File: config.mk
export PLATFORM = sky130hd
export DESIGN_NAME = tile_reader
export DESIGN_NICKNAME = d
export VERILOG_FILES = /design/src/rtl/gpu_tile_pkg.sv /design/src/rtl/tile_resp_fifo.sv /design/src/rtl/tile_reader.sv
export SDC_FILE = /design/constraint.sdc
export NUM_CORES = 1
export LEC_CHECK = 0
export ABC_AREA = 0
export CORE_MARGIN = 1.5
export CORE_UTILIZATION = 40
export DETAILED_ROUTE_END_ITERATION = 12
export MAX_ROUTING_LAYER = met4
export PLACE_DENSITY_LB_ADDON = 0.15
export SETUP_SLACK_MARGIN = 0.15
export SKIP_LAST_GASP = 1
export SYNTH_ARGS = -nofsm -noshare
export SYNTH_HDL_FRONTEND = slang
export SYNTH_HIERARCHICAL = 1
export SYNTH_SLANG_ARGS = --single-unit
File: constraint.sdc
create_clock -name clk -period 6.3 [get_ports clk]
set_clock_uncertainty 0.2 [all_clocks]
set_input_delay 1.575 -clock clk [delete_from_list [all_inputs] [get_ports clk]]
set_output_delay 1.575 -clock clk [all_outputs]
set_load 0.01 [all_outputs]
File: src/rtl/gpu_tile_pkg.sv
// rtl/gpu_tile_pkg.sv - tile geometry constants and state type shared by tile load/write-back stages
package gpu_tile_pkg;
   localparam int TILE_W        = 32;
   localparam int TILE_H        = 32;
   localparam int WORDS_PER_ROW = 16;
   localparam int TILE_WORDS    = 512;
   localparam int TILE_PIXELS   = 1024;

   typedef enum logic [1:0] {
      S_IDLE  = 2'd0,
      S_READ  = 2'd1,
      S_DRAIN = 2'd2,
      S_DONE  = 2'd3
   } tile_state_e;
endpackage

File: src/rtl/tile_resp_fifo.sv
// rtl/tile_resp_fifo.sv - show-ahead synchronous FIFO buffering read responses
module tile_resp_fifo #(
   parameter int WIDTH = 32,
   parameter int DEPTH = 8
) (
   input  logic                     clk,
   input  logic                     rst,
   input  logic                     i_wr_en,
   input  logic [WIDTH-1:0]         i_wr_data,
   input  logic                     i_rd_en,
   output logic [WIDTH-1:0]         o_rd_data,
   output logic                     o_full,
   output logic                     o_empty,
   output logic [$clog2(DEPTH):0]   o_count
);
   localparam int AW = $clog2(DEPTH);
   localparam int CW = AW + 1;

   logic [WIDTH-1:0] r_mem [DEPTH];
   logic [AW-1:0]    r_wr_ptr;
   logic [AW-1:0]    r_rd_ptr;
   logic [CW-1:0]    r_count;
   logic             w_wr;
   logic             w_rd;

   assign o_full    = (r_count == CW'(DEPTH));
   assign o_empty   = (r_count == '0);
   assign o_count   = r_count;
   assign o_rd_data = r_mem[r_rd_ptr];
   assign w_wr      = i_wr_en && !o_full;
   assign w_rd      = i_rd_en && !o_empty;

   always_ff @(posedge clk) begin
      if (w_wr) begin
         r_mem[r_wr_ptr] <= i_wr_data;
      end
   end

   // DEPTH is a power of two, so the pointers wrap on their own
   always_ff @(posedge clk or posedge rst) begin
      if (rst) begin
         r_wr_ptr <= '0;
         r_rd_ptr <= '0;
         r_count  <= '0;
      end else begin
         if (w_wr) r_wr_ptr <= r_wr_ptr + 1'b1;
         if (w_rd) r_rd_ptr <= r_rd_ptr + 1'b1;
         r_count <= r_count + CW'(w_wr) - CW'(w_rd);
      end
   end
endmodule

File: src/rtl/tile_reader.sv
// rtl/tile_reader.sv - fetches one 32x32 RGB565 tile over Avalon-MM into tile RAM
module tile_reader
   import gpu_tile_pkg::*;
#(
   parameter int MAX_PENDING = 8
) (
   input  logic        clk,
   input  logic        rst,
   input  logic        start,
   input  logic [31:0] addr_in,
   input  logic [15:0] stride_in,
   output logic        busy,
   output logic        done,
   output logic [9:0]  ram_addr_out,
   output logic [15:0] ram_data_out,
   output logic        ram_wren,
   output logic [31:0] master_address,
   output logic        master_read,
   input  logic [31:0] master_read_data,
   input  logic        master_read_data_valid,
   input  logic        master_wait_request
);
   localparam int PW = $clog2(MAX_PENDING) + 1;
   localparam logic [PW-1:0] C_MAX = PW'(MAX_PENDING);

   tile_state_e r_state;
   logic [31:0] r_addr;
   logic [31:0] r_row_base;
   logic [31:0] r_stride;
   logic [9:0]  r_req_cnt;
   logic [9:0]  r_pix;
   logic [9:0]  r_ram_addr;
   logic [15:0] r_ram_data;
   logic [15:0] r_hi;
   logic        r_half;
   logic        r_wren;
   logic [PW-1:0] r_pending;
   logic [PW-1:0] r_outstd;

   logic          w_accept;
   logic          w_fifo_wr;
   logic          w_pop;
   logic          w_start;
   logic          w_fifo_full;
   logic          w_fifo_empty;
   logic [31:0]   w_fifo_data;
   logic [PW-1:0] w_fifo_count;

   assign busy           = (r_state != S_IDLE);
   assign done           = (r_state == S_DONE);
   assign master_read    = (r_state == S_READ) && (r_pending < C_MAX);
   assign master_address = r_addr;
   assign ram_addr_out   = r_ram_addr;
   assign ram_data_out   = r_ram_data;
   assign ram_wren       = r_wren;

   assign w_start   = (r_state == S_IDLE) && start;
   assign w_accept  = master_read && !master_wait_request;
   // beats with no matching request (e.g. left over from before a reset) are dropped
   assign w_fifo_wr = master_read_data_valid && (r_outstd != '0);
   assign w_pop     = !r_half && !w_fifo_empty;

   tile_resp_fifo #(.WIDTH(32), .DEPTH(MAX_PENDING)) u_resp_fifo (
      .clk       (clk),
      .rst       (rst),
      .i_wr_en   (w_fifo_wr),
      .i_wr_data (master_read_data),
      .i_rd_en   (w_pop),
      .o_rd_data (w_fifo_data),
      .o_full    (w_fifo_full),
      .o_empty   (w_fifo_empty),
      .o_count   (w_fifo_count)
   );

   always_ff @(posedge clk or posedge rst) begin
      if (rst) begin
         r_state    <= S_IDLE;
         r_addr     <= '0;
         r_row_base <= '0;
         r_stride   <= '0;
         r_req_cnt  <= '0;
      end else begin
         case (r_state)
            S_IDLE: if (start) begin
               r_state    <= S_READ;
               r_addr     <= addr_in;
               r_row_base <= addr_in;
               r_stride   <= {16'd0, stride_in};
               r_req_cnt  <= '0;
            end
            S_READ: if (w_accept) begin
               r_req_cnt <= r_req_cnt + 10'd1;
               if (r_req_cnt[3:0] == 4'hF) begin
                  r_row_base <= r_row_base + r_stride;
                  r_addr     <= r_row_base + r_stride;
               end else begin
                  r_addr <= r_addr + 32'd4;
               end
               if (r_req_cnt == 10'(TILE_WORDS - 1)) r_state <= S_DRAIN;
            end
            S_DRAIN: if (r_wren && (r_ram_addr == 10'(TILE_PIXELS - 1))) r_state <= S_DONE;
            S_DONE:  r_state <= S_IDLE;
            default: r_state <= S_IDLE;
         endcase
      end
   end

   // pending covers words on the bus plus words waiting in the buffer
   always_ff @(posedge clk or posedge rst) begin
      if (rst) begin
         r_pending <= '0;
         r_outstd  <= '0;
      end else begin
         r_pending <= r_pending + PW'(w_accept) - PW'(w_pop);
         r_outstd  <= r_outstd + PW'(w_accept) - PW'(w_fifo_wr);
      end
   end

   always_ff @(posedge clk or posedge rst) begin
      if (rst) begin
         r_wren     <= 1'b0;
         r_ram_addr <= '0;
         r_ram_data <= '0;
         r_hi       <= '0;
         r_half     <= 1'b0;
         r_pix      <= '0;
      end else begin
         r_wren <= 1'b0;
         if (w_start) begin
            r_pix  <= '0;
            r_half <= 1'b0;
         end else if (w_pop) begin
            r_wren     <= 1'b1;
            r_ram_addr <= r_pix;
            r_ram_data <= w_fifo_data[15:0];
            r_hi       <= w_fifo_data[31:16];
            r_pix      <= r_pix + 10'd1;
            r_half     <= 1'b1;
         end else if (r_half) begin
            r_wren     <= 1'b1;
            r_ram_addr <= r_pix;
            r_ram_data <= r_hi;
            r_pix      <= r_pix + 10'd1;
            r_half     <= 1'b0;
         end
      end
   end

   a_no_overflow: assert property (@(posedge clk) disable iff (rst) !(w_fifo_wr && w_fifo_full));
   a_count_bound: assert property (@(posedge clk) disable iff (rst) w_fifo_count <= r_pending);
endmodule
==> After elaboration in Yosys (flattened, before gate mapping) <==
Memory sizes are Yosys's and may differ from the RTL's.
Index checks and enable logic that the tools add are counted.
{ "op_classes": {"bitwise": 1, "order_cmp": 1, "n_eq_ne": 12, "muxes": 29, "n_reduce_logical": 25, "add_sub_neg": 12} }
{ "op_table": {"columns": ["op", "count"], "rows": [
  ["32-bit two-way mux", 5],
  ["32-bit one-hot mux with 2 select lines", 2],
  ["10-bit two-way mux", 7],
  ["32-bit by 16-bit adder with 32-bit output", 1],
  ["32-bit by 3-bit adder with 32-bit output, second input constant", 1],
  ["16-bit two-way mux", 2],
  ["10-bit by 1-bit adder with 10-bit output, second input constant", 2],
  ["10-bit one-hot mux with 2 select lines", 1],
  ["4-bit by 1-bit adder with 4-bit output", 3],
  ["4-bit by 1-bit subtractor with 4-bit output", 3],
  ["10-bit equality test, second input constant", 1],
  ["10-bit by 9-bit equality test with 1-bit output, second input constant", 1],
  ["4-bit equality test, second input constant", 2],
  ["1-bit logical AND", 8],
  ["2-bit two-way mux", 4],
  ["2-bit one-hot mux with 4 select lines", 1],
  ["4-bit AND reduction", 2],
  ["1-bit two-way mux", 7],
  ["3-bit by 1-bit adder with 3-bit output, second input constant", 2],
  ["2-bit inequality test, second input constant", 3],
  ["2-bit AND reduction", 3],
  ["2-bit nonzero test", 3],
  ["2-bit equality test, second input constant", 2],
  ["1-bit logical NOT", 4],
  ["9 further kinds", 10]
]} }
{ "totals": {"wordCells": 97, "register_bits": 164, "n_memories": 1, "output_inout_bits": 62, "in_bits": 85, "mem_bits_rw": 256} }
{ "memory_table": {"columns": ["name", "words", "width", "rd", "rd_clocked_by_memory_dff", "wr", "line_no", "source"], "rows": [
  ["u_resp_fifo.r_mem", 8, 32, 1, 0, 1, "tile_resp_fifo.sv:19", "logic [WIDTH-1:0] r_mem [DEPTH];"]
]} }

==> Depth between registers and ports, before layout <==
Gate-level depths: netlist of the first run.
{ "depth": {"word_depth": 5, "mapped_depth": 13, "mapped_depth_nobuf": 12} }

==> Hierarchy <==
Netlist of the first run, hierarchy kept.
{ "by_module_without_submodules": {"columns": ["mod", "area_each_um2", "cells_each", "instances", "seq_area_each_um2"], "rows": [
  ["tile_resp_fifo", 10323.7, 429, 1, 7937.6],
  ["tile_reader", 9148.8, 1012, 1, 3853.7]
]} }

==> Worst setup path after synthesis of the first run <==
No wires, ideal clock.
{ "synth_path": {"path_kind": "in2reg", "from": "input port master_read_data_valid", "to": "memory u_resp_fifo.r_mem[1][0] (enable)", "slack_ns": 1.251, "required_time_ns": 5.639, "path_buffers": 0, "setup_time_ns": 0.461, "stages": 3, "arrival_time_ns": 4.388, "path_cell_list": "a21boi_0 > nand3_1 > nor3_1"} }
{ "synth_between": {"elab_chain_len": 4} }
{ "synth_rtl": {"columns": ["element", "line_no", "source"], "rows": [
  ["start: declaration", "tile_reader.sv:20", "input logic master_read_data_valid,"],
  ["1-bit logical AND", "tile_reader.sv:60", "assign w_fifo_wr = master_read_data_valid && (r_outstd != '0);"],
  ["1-bit logical AND", "tile_resp_fifo.sv:30", "assign w_wr = i_wr_en && !o_full;"],
  ["1-bit two-way mux", "tile_resp_fifo.sv:34", "if (w_wr) begin"],
  ["1-bit two-way mux (implied by the code)", "tile_resp_fifo.sv:35", "r_mem[r_wr_ptr] <= i_wr_data;"],
  ["end: declaration", "tile_resp_fifo.sv:19", null]
]} }
No other way between the ends.

==> Worst setup path in the final report of the first run <==
{ "layout_path": {"from": "input port master_read_data_valid", "to": "memory u_resp_fifo.r_mem[4][17] (enable)"} }
{ "layout_between": {"elab_chain_len": 4} }
{ "layout_rtl": {"columns": ["element", "line_no", "source"], "rows": [
  ["1-bit logical AND", "tile_reader.sv:60", null],
  ["via w_fifo_wr", "tile_reader.sv:41", "logic w_fifo_wr;"],
  ["1-bit logical AND", "tile_resp_fifo.sv:30", null],
  ["1-bit two-way mux", "tile_resp_fifo.sv:34", null],
  ["1-bit two-way mux (implied by the code)", "tile_resp_fifo.sv:35", null]
]} }
The timed path passes the listed nets, and every way through them passes these cells.

==> results of run 1 <==
==> through the flow <==
stage / setup slack (ps) / area [um^2] / total power (uW)
finish: 2050 / 23100 / 11900
global route: 1820 / 23100 / 12700
CTS: 1990 / 23100 / 12000
detailed placement: 1360 / 21600 / 9250
global placement: 1360 / 21600 / 9170
floorplan: 375 / 19500 / 7610
==> state kept, by name (all words and copies together), names as in the netlist <==
name,count
r_hi,16
r_pix,10
ram_wren,1
u_resp_fifo/r_rd_ptr,3
u_resp_fifo/o_count,4
r_stride,16
r_req_cnt,10
r_state,2
ram_data_out,16
u_resp_fifo/r_mem,256
r_pending,4
r_outstd,4
r_half,1
u_resp_fifo/r_wr_ptr,3
ram_addr_out,10
master_address,32
r_row_base,32
==> routing by layer <==
metal / GRT usage (%) / wire length (um) / vias to the layer above
li1: - / - / 5778
met5: - / 0 / -
met1: 26.8 / 21200 / 6397
met4: 7.13 / 1370 / 0
met2: 34.7 / 25100 / 406
met3: 3.03 / 2720 / 99
==> cells in the final DEF, fill, tap and decap left out, types with 6 or more instances in the layout <==
master,count
a211oi_1,9
a21o_1,12
a21oi_1,87
a221oi_1,6
a31oi_1,11
and2_1,7
and3_1,19
buf_4,26
clkbuf_1,6
clkbuf_16,47
clkdlybuf4s50_1,146
clkinv_2,17
dfrtp_1,162
edfxtp_1,256
ha_1,40
inv_1,40
mux2_2,60
mux2i_1,25
mux4_1,25
mux4_2,39
nand2_1,139
nand2b_1,6
nand3_1,29
nand4_1,17
nor2_1,99
nor2_4,6
nor2b_1,8
nor3_1,12
o211ai_1,13
o21a_1,7
o21ai_0,55
o22ai_1,13
or3_1,7
xnor2_1,23
xor2_1,21
==> power by group through the flow <==
stage	clock (uW)	sequential [uW]	combinational, uW
final	2740	4300	4860
after global routing	2910	4390	5370
after CTS	2810	4300	4930
after detailed placement	0	4340	4900
after global placement	0	4330	4840
after floorplan	0	4160	3450
==> final timing paths <==
| check | endpoint | cells past startpoint |
|---|---|---|
| hold / removal | r_pending[0] | 1 |
| setup / recovery | u_resp_fifo/r_mem[4][17] | 5 |
| hold reg to reg | r_pending[0] | 1 |
| setup reg to reg | r_row_base[23] | 8 |
| max in group asynchronous | r_hi[4] | 3 |
| min in group asynchronous | u_resp_fifo/r_wr_ptr[1] | 2 |
==> area by class of cell <==
| type | instances | area (um^2) |
|---|---|---|
| fillers | 4215 | 24700 |
| well taps | 615 | 769 |
| inverters | 41 | 159 |
| repair buffers | 173 | 1680 |
| clock inverters | 31 | 330 |
| diodes | 2 | 5.00 |
| multi-input cells | 905 | 7170 |
| flip-flops and latches | 420 | 11800 |
| clock buffers | 54 | 1210 |
==> critical path, cell delays in order <==
cell	delay, ps
clkdlybuf4s50_1	450
a21boi_0	610
nand3b_1	450
nor2_4	870
buf_4	370
==> flow_metrics.py, run 1 <==
metrics = {
    "power": {
        "pwr-share-seq_pct": 36.1,
        "switch_share_pct": 37.1,
        "power_per_standard_cell_area_nw_per_um2": 515,
        "worst_ir_drop_on_vdd_v": 0.000266,
        "power.clock.fraction_pct": 23.1,
        "internal-power_uw": 7490,
        "p_comb_share_pct": 40.8,
        "power_switching_uw": 4420,
        "power.leakage_uw": 0.00864,
    },
    "route": {
        "drc": 0,
        "via_count": 12700,
        "final_routed_wirelength_across_all_metal_layers_um": 50400,
        "drt-wirelength-per-cell_um": 22.5,
        "initialDrtViolationCount": 1117,
        "drt_pre_antenna_iters": 7,
        "antenna_violating_nets_left": 0,
        "routed_via_density": 5.66,
    },
    "cells_and_area": {
        "final_net_count": 1717,
        "postLayoutCoreUtil_pct": 48.3,
        "final_layout_size_suffix_gt1_share_pct": 14.8,
        "area_delta_synth_final_pct": 18.8,
        "finish.cell_count_without_fillers": 2241,
    },
    "floorplanning": {
        "placeableCoreArea_um2": 47800,
        "floorplan.die.height_um": 224,
        "placement_rows": 80,
        "design.portCount": 147,
        "die_x_um": 224,
        "start_util_pct": 40.7,
        "die-area_um2": 50000,
    },
    "logic_synthesis": {
        "synth_area_per_cell_um2": 13.5,
        "synth_warnings": 6,
        "syn_inst": 1440,
        "mappedNetlistArea_um2": 19500,
        "synthesis.nets": 1570,
    },
    "place": {
        "io_buffer_count": 146,
        "gpl.final_weighted_congestion": 0.875,
        "post-dp-hpwl_um": 32900,
        "placed_cells_incl_taps": 2154,
    },
    "timing": {
        "worst_slew_pin_slew_ps": 1220,
        "totalNegativeSetupSlack_ps": 0,
        "fin_worst_hold_slack_ps": 280,
        "timing.fmax_ghz": 0.235,
        "finalHoldViolations": 0,
        "grt_setup_unrepaired": "no",
        "finalWorstPathRequiredPeriod_ps": 4250,
        "slew_viol_final": 0,
        "timing.max_slew.rel_slack_pct": 18.5,
        "report.final.setup_viol": 0,
        "post-route-period-util_pct": 67.5,
    },
    "grt": {
        "grt_pass1_vias": 12900,
        "grt_overflow_total": 0,
        "grt_start_max_net_pins": 92,
        "initial_antenna_violation_count": 2,
        "grt_pass1_wl_um": 78100,
        "grt_use_total_pct": 21.1,
    },
    "worst_hold_path": {
        "timing.hold.worst.class": "flop to flop",
        "worst_hold_startpoint": "r_pending[0]",
    },
    "setup_path": {
        "r2r-start": "r_row_base[9]",
        "end_kind": "flop",
        "cp-start-kind": "primary input",
        "timing.critical_path.from": "master_read_data_valid",
        "timing.critical_path.required_ps": 6380,
        "criticalPathCategory": "primary input to flop",
        "r2r_slack_ps": 2610,
        "worst-endpoint-arrival_ps": 4340,
        "cp_max_fo": 22,
    },
    "clock_tree": {
        "cts.sink_count": 420,
        "cts_max_level": 2,
        "root_buffer": "clkbuf_16",
        "cts.hold.buffers_added": 0,
        "tritoncts": "built",
        "post_cts_resize_count": 0,
        "clock_path_buffers": 3,
        "clkSlewWorstSetupHoldPaths_ps": 60,
        "clk_latency_ps": 590,
        "post-cts-setup-buffers": 0,
        "cts_inserted_buffers": 46,
    },
    "job": {
        "max_cap_viol_count": 0,
    },
    "status": {
        "run_status": "complete, no violations",
    },
}
No activity file was read; power rests on OpenSTA's default activity.
==> inputs of run 2 (changes only) <==
==> constraint.sdc (replaced) <==
create_clock -name clk -period 3.4 [get_ports clk]
set_clock_uncertainty 0.2 [all_clocks]
set_input_delay 0.85 -clock clk [delete_from_list [all_inputs] [get_ports clk]]
set_output_delay 0.85 -clock clk [all_outputs]
set_load 0.01 [all_outputs]
==> flow_metrics.py, run 2 (same netlist as run 1, synthesis figures left out) <==
metrics = {
    "setup_path": {
        "criticalPathCategory": "flop to primary output",
        "crit_path_frequent_cell": "inv_1",
        "worst-endpoint-arrival_ps": 2110,
        "end_kind": "primary output",
        "critical-path-slowest-cell": "clkdlybuf4s50_1",
        "r2r_slack_ps": 290,
        "capture_instance_of_the_worst_register_to_register_path": "r_row_base[26]",
        "crit_chain": "inv_1 -> ha_1 -> inv_1 -> clkdlybuf4s50_1",
        "max_stage_delay_ps": 550,
        "timing.critical_path.required_ps": 2350,
        "r2r-start": "r_row_base[2]",
        "cp-start-kind": "flop",
        "worstRegToRegCells": 8,
        "cp_max_fo": 5,
    },
    "power": {
        "power.leakage_uw": 0.00890,
        "power_per_standard_cell_area_nw_per_um2": 953,
        "switch_share_pct": 36.8,
        "worst_ir_drop_on_vdd_v": 0.000476,
        "pwr-share-seq_pct": 35.0,
        "internal-power_uw": 14200,
        "p_comb_share_pct": 42.5,
        "power.clock.fraction_pct": 22.5,
        "power_switching_uw": 8270,
    },
    "timing": {
        "totalNegativeSetupSlack_ps": 0,
        "timing.max_slew.rel_slack_pct": 56.4,
        "grt_setup_unrepaired": "no",
        "finalWorstPathRequiredPeriod_ps": 3160,
        "report.final.setup_viol": 0,
        "fin_worst_hold_slack_ps": 282,
        "slew_viol_final": 0,
        "timing.fmax_ghz": 0.317,
        "post-route-period-util_pct": 92.8,
        "worst_slew_pin_slew_ps": 653,
        "finalHoldViolations": 0,
    },
    "worst_hold_path": {
        "worst_hold_startpoint": "r_pending[0]",
        "worstHoldPathCells": 1,
        "whs_endpoint": "r_pending[0]",
        "timing.hold.worst.class": "flop to flop",
    },
    "clock_tree": {
        "cts_max_level": 2,
        "cts_inserted_buffers": 46,
        "cts.hold.buffers_added": 0,
        "root_buffer": "clkbuf_16",
        "tritoncts": "built",
        "clock_path_buffers": 3,
        "clk_latency_ps": 590,
        "clkSlewWorstSetupHoldPaths_ps": 60,
        "cts.sink_count": 420,
    },
    "route": {
        "final_routed_wirelength_across_all_metal_layers_um": 50300,
        "drt-wirelength-per-cell_um": 22.0,
        "via_count": 12800,
        "drt_pre_antenna_iters": 5,
        "initialDrtViolationCount": 1054,
        "drc": 0,
        "antenna_violating_nets_left": 0,
        "routed_via_density": 5.59,
    },
    "grt": {
        "grt_overflow_total": 0,
        "grt_start_max_net_pins": 63,
        "grt_pass1_wl_um": 77300,
        "grt_use_total_pct": 20.9,
        "grt_pass1_vias": 13100,
        "initial_antenna_violation_count": 2,
    },
    "floorplanning": {
        "floorplan.die.height_um": 224,
        "placement_rows": 80,
        "die_x_um": 224,
        "design.portCount": 147,
        "die-area_um2": 50000,
        "start_util_pct": 40.7,
        "placeableCoreArea_um2": 47800,
    },
    "cells_and_area": {
        "area_delta_synth_final_pct": 21.3,
        "final_cell_mix": "edfxtp_1, dfrtp_1, clkdlybuf4s50_1, nand2_1, nor2_1",
        "layout.cells.most_common": "edfxtp_1",
        "register_bank_with_the_most_flops": "u_resp_fifo/r_mem",
        "final_net_count": 1758,
        "largest_register_ff_count": 256,
        "final_layout_size_suffix_gt1_share_pct": 17.0,
    },
    "place": {
        "io_buffer_count": 146,
        "post-dp-hpwl_um": 32600,
        "gpl.final_weighted_congestion": 0.930,
    },
    "job": {
        "max_cap_viol_count": 0,
    },
    "status": {
        "run_status": "complete, no violations",
    },
}
[run 2: metrics by stage]
| step | power (uW) | instances | utilization, % | cell area (um^2) | setup slack [ps] |
|---|---|---|---|---|---|
| finish | 22500 | 2283 | 49.4 | 23600 | 244 |
| global route | 23900 | 2283 | 49.4 | 23600 | 152 |
| CTS | 22700 | 2281 | 49.3 | 23600 | 209 |
| detailed placement | 17500 | 2195 | 46.1 | 22000 | -8.92 |
| global placement | 17400 | 2195 | 46.1 | 22000 | 17.0 |
| floorplan | 14100 | 1440 | - | 19500 | -117 |
[run 2: power groups by stage]
stage	registers [uW]	clock network, uW	logic [uW]
3_5_place_dp	7950	0	9590
2_1_floorplan	7720	0	6400
6_report	7870	5070	9560
3_3_place_gp	7920	0	9470
5_1_grt	8050	5390	10500
4_1_cts	7870	5200	9650
[run 2: what timing repair did]
action                     in CTS  in global routing
setup endpoints to repair       3                  1
gates resized for setup         1                  1
setup buffers                   0                  0
[run 2: cell type report]
type | instances | area [um^2]
Antenna cell | 2 | 5.00
Clock buffer | 59 | 1300
Clock inverter | 27 | 262
Fill cell | 4136 | 24200
Inverter | 41 | 158
Multi-Input combinational cell | 905 | 7200
Sequential cell | 420 | 11800
Tap cell | 615 | 769
Timing Repair Buffer | 214 | 2130
[run 2: how the worst max path moves through the flow]
stage	startpoint	endpoint	slack (ps)	cells past startpoint
floorplan	master_read_data_valid	u_resp_fifo/r_mem[7][0]	-120	3
global route	r_state[0]	busy	150	4
CTS	r_state[1]	master_read	210	5
finish	r_state[0]	busy	240	4
detailed placement	master_wait_request	master_address[31]	-9	8
global placement	master_wait_request	master_address[31]	20	8
[run 2: layer usage]
metal / track usage (%) / share of wire [%] / up-vias
met1: 26.4 / 42 / 6441
met4: 6.76 / 2.4 / 0
met3: 3.13 / 5.3 / 73
li1: - / - / 5852
met5: - / 0 / -
met2: 34.9 / 50 / 392
[run 2: worst max-delay path, delay by kind of cell (launching register included)]
family	cells	cell delay (ps)
adders and majority gates	1	270
buffers and inverters	3	810
DFF	1	450
